$ cat src/rtl/s420_ctrl_pkg.sv
// s420_ctrl_pkg: shared state encoding and width defaults for the s420 sweep controller.
package s420_ctrl_pkg;
  localparam int CW_DEF = 16;
  localparam int MW_DEF = 17;
  localparam logic [31:0] ZERO_BUDGET_LAST = '1;
  typedef enum logic [1:0] {ST_IDLE, ST_SETUP, ST_RUN, ST_DONE} state_t;
endpackage

$ cat src/rtl/s420_cyc_cnt.sv
// s420_cyc_cnt: RUN-cycle index counter with a last-cycle flag against the budget.
module s420_cyc_cnt
  import s420_ctrl_pkg::*;
#(
  parameter int CW = CW_DEF
) (
  input  logic          clk,
  input  logic          rst,
  input  logic          clr,
  input  logic          en,
  input  logic [CW-1:0] budget,
  output logic [CW-1:0] cnt,
  output logic          last
);
  always_ff @(posedge clk)
    if (rst || clr) cnt <= '0;
    else if (en) cnt <= cnt + 1'b1;
  // A zero budget means a full 2^CW-cycle sweep.
  assign last = cnt == ((budget == '0) ? CW'(ZERO_BUDGET_LAST) : budget - 1'b1);
endmodule

$ cat src/rtl/s420_sweep_ctrl.sv
// s420_sweep_ctrl: start/done sequencer that programs C_*, pulses P_0 for a bounded
// number of cycles and reports the first Z match of one s420 instance.
module s420_sweep_ctrl
  import s420_ctrl_pkg::*;
#(
  parameter int CW = CW_DEF,
  parameter int MW = MW_DEF
) (
  input  logic          CK,
  input  logic          RST,
  input  logic          START,
  input  logic          ABORT,
  input  logic [MW-1:0] MASK,
  input  logic [CW-1:0] MAX_CYC,
  input  logic          ACK,
  input  logic          Z_IN,
  output logic          P0_OUT,
  output logic [MW-1:0] C_OUT,
  output logic          BUSY,
  output logic          DONE,
  output logic          HIT,
  output logic [CW-1:0] HIT_CYC
);
  state_t state, nxt;
  logic [CW-1:0] budget, cyc;
  logic last;
  s420_cyc_cnt #(.CW(CW)) u_cnt (
    .clk(CK), .rst(RST), .clr(state != ST_RUN), .en(state == ST_RUN),
    .budget(budget), .cnt(cyc), .last(last)
  );
  // ABORT takes priority over a coincident hit or budget expiry.
  always_comb begin
    nxt = state;
    case (state)
      ST_IDLE:  nxt = START ? ST_SETUP : ST_IDLE;
      ST_SETUP: nxt = ABORT ? ST_IDLE : ST_RUN;
      ST_RUN:   nxt = ABORT ? ST_IDLE : (Z_IN || last) ? ST_DONE : ST_RUN;
      ST_DONE:  nxt = ACK ? ST_IDLE : ST_DONE;
      default:  nxt = ST_IDLE;
    endcase
  end
  // Outputs are decoded from the next state so every output is a flop.
  always_ff @(posedge CK) begin
    if (RST) begin
      state   <= ST_IDLE;
      budget  <= '0;
      C_OUT   <= '0;
      P0_OUT  <= 1'b0;
      BUSY    <= 1'b0;
      DONE    <= 1'b0;
      HIT     <= 1'b0;
      HIT_CYC <= '0;
    end else begin
      state   <= nxt;
      P0_OUT  <= nxt == ST_RUN;
      BUSY    <= nxt == ST_SETUP || nxt == ST_RUN;
      DONE    <= nxt == ST_DONE;
      HIT     <= nxt != ST_DONE ? 1'b0 : state == ST_RUN ? Z_IN : HIT;
      HIT_CYC <= nxt != ST_DONE ? '0 : state == ST_RUN ? (Z_IN ? cyc : '0) : HIT_CYC;
      if (state == ST_IDLE && START) begin
        C_OUT  <= MASK;
        budget <= MAX_CYC;
      end
    end
  end
endmodule

$ cat config.mk
export PLATFORM = sky130hd
export DESIGN_NAME = s420_sweep_ctrl
export DESIGN_NICKNAME = d
export VERILOG_FILES = /design/src/rtl/s420_ctrl_pkg.sv /design/src/rtl/s420_cyc_cnt.sv /design/src/rtl/s420_sweep_ctrl.sv
export SDC_FILE = /design/constraint.sdc
export NUM_CORES = 1
export LEC_CHECK = 0
export ABC_AREA = 1
export CORE_AREA = 2 2 95 97
export DETAILED_ROUTE_END_ITERATION = 8
export DIE_AREA = 0 0 97 99
export PLACE_DENSITY = 0.73
export SLEW_MARGIN = 20
export SYNTH_ARGS = -nofsm -noshare
export SYNTH_HDL_FRONTEND = slang
export SYNTH_SLANG_ARGS = --single-unit
export TNS_END_PERCENT = 50
$ cat constraint.sdc
create_clock -name CK -period 5.88 [get_ports CK]
set_input_delay 0.882 -clock CK [delete_from_list [all_inputs] [get_ports CK]]
set_output_delay 0.882 -clock CK [all_outputs]
set_load 0.05 [all_outputs]
==> impl_metrics.env, run 1 <==
export IMPL_drc=0
export IMPL_period_needed_ps=2820
export IMPL_r2r_cells=17
export IMPL_cts_inserted_buffers=9
export IMPL_avgSynthCellArea_sq_um=6.91
export IMPL_drv_slew=0
export IMPL_synthTopCellsByArea="dfxtp_1, nand2_1, nor2_1"
export IMPL_wl_um=7690
export IMPL_firstDrtPassIters=4
export IMPL_crit_family="simple AND/OR/NAND/NOR gates"
export IMPL_finalHoldViolCount=0
export IMPL_ys_warnings_count=0
export IMPL_synthesis_nets=526
export IMPL_fin_cells=665
export IMPL_final_cell_mix="nand2_1, nor2_1, clkdlybuf4s50_1, dfxtp_1, inv_1"
export IMPL_critical_path_required_ps=6140
export IMPL_maxCapViolations=0
export IMPL_die_h_um=99
export IMPL_dp_hpwl_um=5840
export IMPL_grt_use_total_pct=16.4
export IMPL_fin_ws_ps=3060
export IMPL_drive_gt1_share_pct=6.46
export IMPL_path_clk_slew_ps=80
export IMPL_n_antenna_cell=0
export IMPL_drt_iter0_markers=115
export IMPL_max_stage_delay_ps=330
export IMPL_clock_sinks=71
export IMPL_finalCritPeriodShare_pct=48.0
export IMPL_start_kind="flop"
export IMPL_finalSetupViolations=0
export IMPL_cp_common_cell="nand2_1"
export IMPL_synthSimpleGateAreaFrac_pct=34.3
export IMPL_postSynthCellCount=483
export IMPL_status="finished clean"
export IMPL_antenna_left=0
export IMPL_place_gp_congestion=0.882
export IMPL_grt_ovfl_total=0
export IMPL_fmax_mhz=354
export IMPL_cts_tree="built"
export IMPL_p_per_area_nw_per_um2=261
export IMPL_clkLatencyLatePin_ps=340
export IMPL_h_tree_depth=3
export IMPL_worstSetupPathType="reg2reg"
export IMPL_crit_path_top_delay_cell="dfxtp_1"
export IMPL_slew_headroom_pct=33.3
export IMPL_tightest_slew_ps=997
export IMPL_synthDistinctLibCells=31
export IMPL_post_cts_buffers=0
export IMPL_core_area_sq_um=8550
export IMPL_syn_area_sq_um=3340
export IMPL_vias_per_cell=4.82
export IMPL_worstPathCellList="inv_1 -> ha_1 -> nand2_2 -> nor2_1 -> nand2_1 -> nand3_1 -> nand2_1 -> nor2_1 -> nand2_1 -> nor2_1 -> nand3_1 -> nand2_1 -> nand2_1 -> nand3_2 -> ha_1 -> nand2_1 -> a21oi_1"
export IMPL_hold_depth=2
export IMPL_crit_path_end_kind="flop"
export IMPL_dp_slack_ps=2900
export IMPL_first_global_vias=3207
export IMPL_io_buffers=75
export IMPL_grt_pass1_wl_um=13200
export IMPL_antenna_found_initial=0
export IMPL_synth_fa_ha_area_share_pct=1.50
export IMPL_rsz0062_at_grt="false"
export IMPL_place_inst=651
export IMPL_yosys_register_bits=71
export IMPL_num_rows=34
export IMPL_synth_top_family_by_area="simple AND/OR/NAND/NOR gates"
export IMPL_io_pins=76
export IMPL_grt_max_degree=47
export IMPL_netlist_area_leader_share_pct=42.6
export IMPL_dieArea_sq_um=9600
export IMPL_ctsHoldBuffers=0
export IMPL_ir_worst_vdd_mv=0.142
export IMPL_routedWlPerCell_um=11.6
export IMPL_initial_core_util_pct=39.0
export IMPL_finalNetCount=597
export IMPL_post_synth_top_area_cell="dfxtp_1"
export IMPL_hp_class="reg2reg"
export IMPL_clock_skew_ps=9.32
export IMPL_final_common_cell="nand2_1"
export IMPL_die_w_um=97
export IMPL_ys_seq_area_share_pct=42.6
export IMPL_synthMuxAreaShare_pct=0
export IMPL_vias=3203
export IMPL_synth_compound_area_share_pct=12.6
export IMPL_cts_root_buffer="clkbuf_8"
export IMPL_clockBufferDepth=2
export IMPL_leakage_nw=1.71
export IMPL_synth_xor_area_share_pct=1.84
export IMPL_cts_resized=0
export IMPL_worstPathArrival_ps=3090
export IMPL_path_depth=17
export IMPL_critPathBufInv=1
export IMPL_crit_fanout=18
export IMPL_finalSetupTns_ps=0
export IMPL_area_delta_synth_final_pct=29.9
## tightest hold or removal path: cells and delay by family, from the launching register on
| kind | cells | cell delay (ps) |
|---|---|---|
| AO/OA/AOI/OAI | 1 | 50 |
| flip-flops | 1 | 310 |
| AND/OR/NAND/NOR | 1 | 60 |
## per-stage QoR
stage / power [mW] / util [%] / cell area (sq um) / hold WS, ps
floorplan: 0.700 / - / 3340 / 440
global placement: 0.770 / 48.6 / 4160 / 454
detailed placement: 0.776 / 48.6 / 4160 / 457
CTS: 1.14 / 50.7 / 4330 / 468
global route: 1.19 / 50.7 / 4330 / 485
finish: 1.13 / 50.7 / 4330 / 465
## registers in the layout, summed over array words and instances (netlist names)
| register | cells |
|---|---|
| DONE | 1 |
| budget | 16 |
| C_OUT | 17 |
| state | 2 |
| P0_OUT | 1 |
| HIT | 1 |
| u_cnt.cnt | 16 |
| BUSY | 1 |
| HIT_CYC | 16 |
## report_power, final
group	switching (mW)	internal [mW]	leakage [nW]
clock	0.176	0.191	0.0920
combinational	0.152	0.0921	1.04
sequential	0.0179	0.504	0.580
## kinds of logic after synthesis
kind of cell / count (synthesis)
AND/OR/NAND/NOR: 257
flip-flops: 71
adder cells (fa/ha/maj): 4
XOR/XNOR: 7
AO/OA/AOI/OAI: 82
buffers and inverters: 62
## layer usage
metal  track usage, %  routed length, um  vias up
met5                0                  0        -
met4             4.66                 92        0
met3             5.67                509        9
met2             29.1               3500       86
met1             18.7               3590     1428
li1                 -                  -     1680
## path summary, 6_finish.rpt
kind | from | endpoint | slack, ps
worst min-delay path | HIT_CYC[12]$_SDFFE_PP0N_ | HIT_CYC[12]$_SDFFE_PP0N_ | 470
worst max-delay path | budget[0]$_SDFFE_PP0P_ | HIT_CYC[7]$_SDFFE_PP0N_ | 3060
worst max register to register | budget[0]$_SDFFE_PP0P_ | HIT_CYC[7]$_SDFFE_PP0N_ | 3060
worst min register to register | HIT_CYC[12]$_SDFFE_PP0N_ | HIT_CYC[12]$_SDFFE_PP0N_ | 470
## synth_stat cells
cell,instances
xnor2_1,1
nand2_1,111
o21a_1,2
a21oi_1,40
o21ai_1,1
nand3b_1,2
nor2_1,85
nand3_1,26
nor3_1,5
or2_2,3
inv_2,1
nor2_2,4
nand2_2,4
buf_1,1
buf_2,1
inv_1,46
o21ai_0,38
nand3_2,2
nor3_4,1
nand2_4,1
clkbuf_1,12
dfxtp_1,71
nor3_2,2
a221oi_1,1
ha_1,4
nand4_2,1
nand4_1,6
xor2_1,6
nor2_4,3
nand3_4,1
buf_6,1
## cell type report
cell class | count | area (sq um)
clock buffers | 10 | 128
clock inverters | 4 | 48.8
fillers | 859 | 4220
inverters | 47 | 176
multi-input cells | 350 | 1670
flip-flops and latches | 71 | 1420
well taps | 108 | 135
repair buffers | 75 | 751
Power figures use the tool's default switching activity.
==> run 2, diff against run 1 <==
--- a/config.mk
+++ b/config.mk
@@ -9,7 +9,7 @@
 export CORE_AREA = 2 2 95 97
 export DETAILED_ROUTE_END_ITERATION = 8
 export DIE_AREA = 0 0 97 99
-export PLACE_DENSITY = 0.73
+export PLACE_DENSITY = 0.75
 export SLEW_MARGIN = 20
 export SYNTH_ARGS = -nofsm -noshare
 export SYNTH_HDL_FRONTEND = slang
==> constraint.sdc (replaced) <==
create_clock -name CK -period 2.28 [get_ports CK]
set_input_delay 0.342 -clock CK [delete_from_list [all_inputs] [get_ports CK]]
set_output_delay 0.342 -clock CK [all_outputs]
set_load 0.05 [all_outputs]
==> impl_metrics.env, run 2 (same netlist as run 1, synthesis figures left out) <==
export IMPL_comb_power_share_pct=20.6
export IMPL_dp_slack_ps=-122
export IMPL_place_gp_congestion=0.848
export IMPL_crit_path_top_delay_cell="dfxtp_1"
export IMPL_max_stage_delay_ps=360
export IMPL_firstDrtPassIters=4
export IMPL_cts_inserted_buffers=9
export IMPL_cts_root_buffer="clkbuf_8"
export IMPL_switching_share_pct=27.8
export IMPL_hp_class="reg2reg"
export IMPL_n_antenna_cell=0
export IMPL_antenna_found_initial=0
export IMPL_share_clk_of_total_power_pct=40.2
export IMPL_intPower_mw=2.48
export IMPL_area_delta_synth_final_pct=40.1
export IMPL_grt_pass1_wl_um=13600
export IMPL_multi_input_area_sq_um=1770
export IMPL_core_area_sq_um=8550
export IMPL_crit_fanout=9
export IMPL_die_h_um=99
export IMPL_rrSetupSlack_ps=130
export IMPL_place_inst=663
export IMPL_vias_per_cell=4.85
export IMPL_grt_ovfl_total=0
export IMPL_fin_cells=685
export IMPL_routed_top_layer="met4"
export IMPL_fin_ws_ps=127
export IMPL_final_common_cell="nand2_1"
export IMPL_dp_hpwl_um=5870
export IMPL_io_pins=76
export IMPL_dr_wl_met2_um=3690
export IMPL_finalCritPeriodShare_pct=94.4
export IMPL_cp_startpoint="budget[3]$_SDFFE_PP0P_"
export IMPL_min_from="HIT$_SDFFE_PP0N_"
export IMPL_power_switching_mw=0.955
export IMPL_wl_met3_um=535
export IMPL_critical_path_required_ps=2560
export IMPL_io_buffers=75
export IMPL_finalSetupViolations=0
export IMPL_worstPathArrival_ps=2440
export IMPL_tightest_slew_ps=521
export IMPL_first_global_vias=3057
export IMPL_p_per_area_nw_per_um2=735
export IMPL_seq_area_sq_um=1430
export IMPL_regMostFlops="C_OUT"
export IMPL_power_mw=3.44
export IMPL_drt_iter0_markers=110
export IMPL_finalNetCount=615
export IMPL_worstSetupPathType="reg2reg"
export IMPL_finalHoldViolCount=0
export IMPL_cp_common_cell="nand2_1"
export IMPL_dieArea_sq_um=9600
export IMPL_largest_register_ffs=17
export IMPL_final_cell_mix="nand2_1, nor2_1, clkdlybuf4s50_1, dfxtp_1, inv_1"
export IMPL_ir_worst_vdd_mv=0.440
export IMPL_fill_cells=816
export IMPL_slew_headroom_pct=65.1
export IMPL_clockBufferDepth=2
export IMPL_worstPathCellList="nor2_4 -> nand2_1 -> nor2_4 -> buf_4 -> nand2_1 -> nand2_1 -> nand3_1 -> nand2_1 -> nand3_1 -> nor2_1 -> nand3_1 -> nand2_1 -> nand2_1 -> nand3_2 -> ha_4 -> nand2_4 -> a21oi_1"
export IMPL_antenna_left=0
export IMPL_cts_tree="built"
export IMPL_clock_skew_ps=9.21
export IMPL_drv_slew=0
export IMPL_m1WireLength_um=3720
export IMPL_r2r_cells=17
export IMPL_crit_path_end_kind="flop"
export IMPL_num_rows=34
export IMPL_hold_slack_ps=469
export IMPL_leakage_nw=1.87
export IMPL_drive_gt1_share_pct=13.3
export IMPL_r2r_end="HIT_CYC[0]$_SDFFE_PP0N_"
export IMPL_rsz0062_at_grt="true"
export IMPL_routedWlPerCell_um=11.8
export IMPL_h_tree_depth=3
export IMPL_start_kind="flop"
export IMPL_period_needed_ps=2150
export IMPL_status="finished clean"
export IMPL_maxCapViolations=0
export IMPL_grt_use_total_pct=17.3
export IMPL_seq_power_share_pct=39.2
export IMPL_r2r_start="budget[3]$_SDFFE_PP0P_"
export IMPL_initial_core_util_pct=39.0
export IMPL_vias=3319
export IMPL_grt_max_degree=46
export IMPL_clock_sinks=71
export IMPL_finalSetupTns_ps=0
export IMPL_fmax_mhz=464
export IMPL_drc=0
export IMPL_cp_endpoint="HIT_CYC[0]$_SDFFE_PP0N_"
export IMPL_die_w_um=97
export IMPL_wl_um=8080
export IMPL_clkLatencyLatePin_ps=360
export IMPL_path_clk_slew_ps=70
[run 2: how the worst min path moves through the flow]
stage                              endpoint  slack (ps)  cells after the start
global route        HIT_CYC[3]$_SDFFE_PP0N_         490                      2
detailed placement  HIT_CYC[7]$_SDFFE_PP0N_         450                      2
global placement           HIT$_SDFFE_PP0N_         450                      2
finish                     HIT$_SDFFE_PP0N_         470                      2
floorplan                   BUSY$_SDFF_PP0_         410                      1
CTS                 HIT_CYC[7]$_SDFFE_PP0N_         460                      2
[run 2: worst max-delay path: cells and delay by family (launching register included)]
kind / cells / cell delay, ps
simple gates: 14 / 1270
flops: 1 / 360
fa+ha+maj: 1 / 180
compound gates: 1 / 140
buf+inv: 1 / 130
[run 2: layout make-up]
cell class / instances / area share [%]
Multi-Input combinational cell: 351 / 37.8
Sequential cell: 71 / 30.5
Timing Repair Buffer: 92 / 19.1
Inverter: 47 / 3.77
Clock buffer: 11 / 3.24
Tap cell: 108 / 2.89
Clock inverter: 5 / 2.73
[run 2: through the flow]
step / util [%] / area, sq um
floorplan: - / 3350
global placement: 49.7 / 4250
detailed placement: 49.7 / 4250
CTS: 53.6 / 4580
global route: 54.7 / 4680
finish: 54.7 / 4680
[run 2: power by group through the flow]
stage | clock network [mW] | registers [mW] | logic [mW]
5_1_grt | 1.45 | 1.35 | 0.795
6_report | 1.38 | 1.35 | 0.710
2_1_floorplan | 0 | 1.47 | 0.338
3_5_place_dp | 0 | 1.37 | 0.660
4_1_cts | 1.41 | 1.34 | 0.673
3_3_place_gp | 0 | 1.37 | 0.647
[run 2: metal layers]
layer / track usage [%] / vias up
met3: 5.60 / 11
li1: - / 1722
met5: 0 / -
met4: 8.02 / 0
met2: 28.4 / 108
met1: 20.8 / 1478
[run 2: repair_timing]
| action | CTS | global route |
|---|---|---|
| pin swaps | 3 | 11 |
| setup buffers | 1 | 4 |
| cloned | 1 | 0 |
| setup endpoints to repair | 18 | 20 |
| resized for setup | 5 | 23 |
| hold buffers | 0 | 0 |
==> run 3, diff against run 2 <==
--- a/config.mk
+++ b/config.mk
@@ -14,4 +14,4 @@
 export SYNTH_ARGS = -nofsm -noshare
 export SYNTH_HDL_FRONTEND = slang
 export SYNTH_SLANG_ARGS = --single-unit
-export TNS_END_PERCENT = 50
+export TNS_END_PERCENT = 20
==> impl_metrics.env, run 3 (same netlist as run 1, synthesis figures left out) <==
export IMPL_drc=0
export IMPL_hp_class="reg2reg"
export IMPL_ctsHoldBuffers=0
export IMPL_finalHoldViolCount=0
export IMPL_cp_startpoint="budget[3]$_SDFFE_PP0P_"
export IMPL_rsz0062_at_grt="true"
export IMPL_final_common_cell="nand2_1"
export IMPL_dp_hpwl_um=5870
export IMPL_multi_input_area_sq_um=1770
export IMPL_rrSetupSlack_ps=130
export IMPL_grt_use_total_pct=17.3
export IMPL_antenna_left=0
export IMPL_cts_inserted_buffers=9
export IMPL_die_h_um=99
export IMPL_num_rows=34
export IMPL_place_gp_congestion=0.848
export IMPL_wl_um=8090
export IMPL_cts_tree="built"
export IMPL_tightest_slew_ps=521
export IMPL_maxCapViolations=0
export IMPL_finalCritPeriodShare_pct=94.5
export IMPL_drt_iter0_markers=118
export IMPL_leakage_nw=1.87
export IMPL_clock_skew_ps=9.21
export IMPL_crit_path_end_kind="flop"
export IMPL_slew_headroom_pct=65.1
export IMPL_regMostFlops="C_OUT"
export IMPL_worstPathArrival_ps=2440
export IMPL_critical_path_required_ps=2560
export IMPL_drive_gt1_share_pct=13.3
export IMPL_area_delta_synth_final_pct=40.1
export IMPL_finalCoreUtilization_pct=54.7
export IMPL_io_pins=76
export IMPL_n_antenna_cell=0
export IMPL_place_area_sq_um=4250
export IMPL_min_from="HIT$_SDFFE_PP0N_"
export IMPL_grt_ovfl_total=0
export IMPL_vias=3321
export IMPL_ir_worst_vdd_mv=0.440
export IMPL_hold_depth=2
export IMPL_drv_slew=0
export IMPL_period_needed_ps=2150
export IMPL_grt_max_degree=46
export IMPL_die_w_um=97
export IMPL_finalSetupViolations=0
export IMPL_finalSetupTns_ps=0
export IMPL_clkLatencyLatePin_ps=360
export IMPL_routedWlPerCell_um=11.8
export IMPL_hold_end="HIT$_SDFFE_PP0N_"
export IMPL_antenna_found_initial=0
export IMPL_r2r_end="HIT_CYC[0]$_SDFFE_PP0N_"
export IMPL_fill_cells=816
export IMPL_vias_per_cell=4.85
export IMPL_clock_sinks=71
export IMPL_dieArea_sq_um=9600
export IMPL_seq_area_sq_um=1430
export IMPL_first_global_vias=3057
export IMPL_firstDrtPassIters=4
export IMPL_r2r_cells=17
export IMPL_cts_root_buffer="clkbuf_8"
export IMPL_core_area_sq_um=8550
export IMPL_clockBufferDepth=2
export IMPL_finalNetCount=615
export IMPL_path_clk_slew_ps=70
export IMPL_initial_core_util_pct=39.0
export IMPL_start_kind="flop"
export IMPL_io_buffers=75
export IMPL_final_area_sq_um=4680
export IMPL_r2r_start="budget[3]$_SDFFE_PP0P_"
export IMPL_fmax_mhz=464
export IMPL_status="finished clean"
export IMPL_final_cell_mix="nand2_1, nor2_1, clkdlybuf4s50_1, dfxtp_1, inv_1"
export IMPL_h_tree_depth=3
export IMPL_worstSetupPathType="reg2reg"
export IMPL_grt_pass1_wl_um=13600
export IMPL_fin_cells=685
export IMPL_crit_fanout=9
export IMPL_p_per_area_nw_per_um2=735
export IMPL_largest_register_ffs=17
export IMPL_place_inst=663
==> run 3: worst max-delay path by stage <==
stage	cells after the start	slack, ps	end
floorplan	20	30	HIT_CYC[1]$_SDFFE_PP0N_
global placement	19	20	HIT_CYC[0]$_SDFFE_PP0N_
detailed placement	19	-120	HIT_CYC[4]$_SDFFE_PP0N_
CTS	19	10	HIT_CYC[11]$_SDFFE_PP0N_
global route	19	-110	HIT_CYC[12]$_SDFFE_PP0N_
finish	17	130	HIT_CYC[0]$_SDFFE_PP0N_
==> run 3: cell type report <==
class / count / share of cell area (%)
Clock inverter: 5 / 2.73
Sequential cell: 71 / 30.5
Multi-Input combinational cell: 351 / 37.8
Inverter: 47 / 3.77
Clock buffer: 11 / 3.24
Timing Repair Buffer: 92 / 19.1
Tap cell: 108 / 2.89
==> run 3: where the power goes <==
| part | internal (mW) | switching (mW) | leakage [nW] |
|---|---|---|---|
| logic | 0.287 | 0.423 | 1.16 |
| clock network | 0.897 | 0.484 | 0.136 |
| registers | 1.30 | 0.0471 | 0.582 |
| total | 2.48 | 0.955 | 1.87 |
==> run 3: worst max-delay path: stages (launching register included) <==
cell,delay (ps)
dfxtp_1,360
nor2_4,150
nand2_1,120
nor2_4,180
buf_4,130
nand2_1,40
nand2_1,80
nand3_1,80
nand2_1,60
nand3_1,60
nor2_1,100
nand3_1,80
nand2_1,60
nand2_1,60
nand3_2,110
ha_4,180
nand2_4,90
a21oi_1,140
==> run 3: layer usage <==
layer,part of all wire (%),up-vias,global-route usage (%)
li1,-,1722,-
met1,46,1480,20.8
met2,46,108,28.4
met4,1.6,0,8.02
met3,6.6,11,5.60
met5,0,-,0
==> run 3: timing repair <==
item / 4_1_cts / 5_1_grt
pin swaps: 3 / 11
setup endpoints to repair: 18 / 20
setup buffers: 1 / 4
cloned: 1 / 0
gates resized for setup: 5 / 23
==> run 3: through the flow <==
step	power [mW]	worst slack, ps	hold slack, ps
after CTS	3.43	10.0	465
final	3.44	125	469
after detailed placement	2.03	-122	454
after floorplan	1.81	30.8	409
after global routing	3.60	-111	492
after global placement	2.01	19.2	452
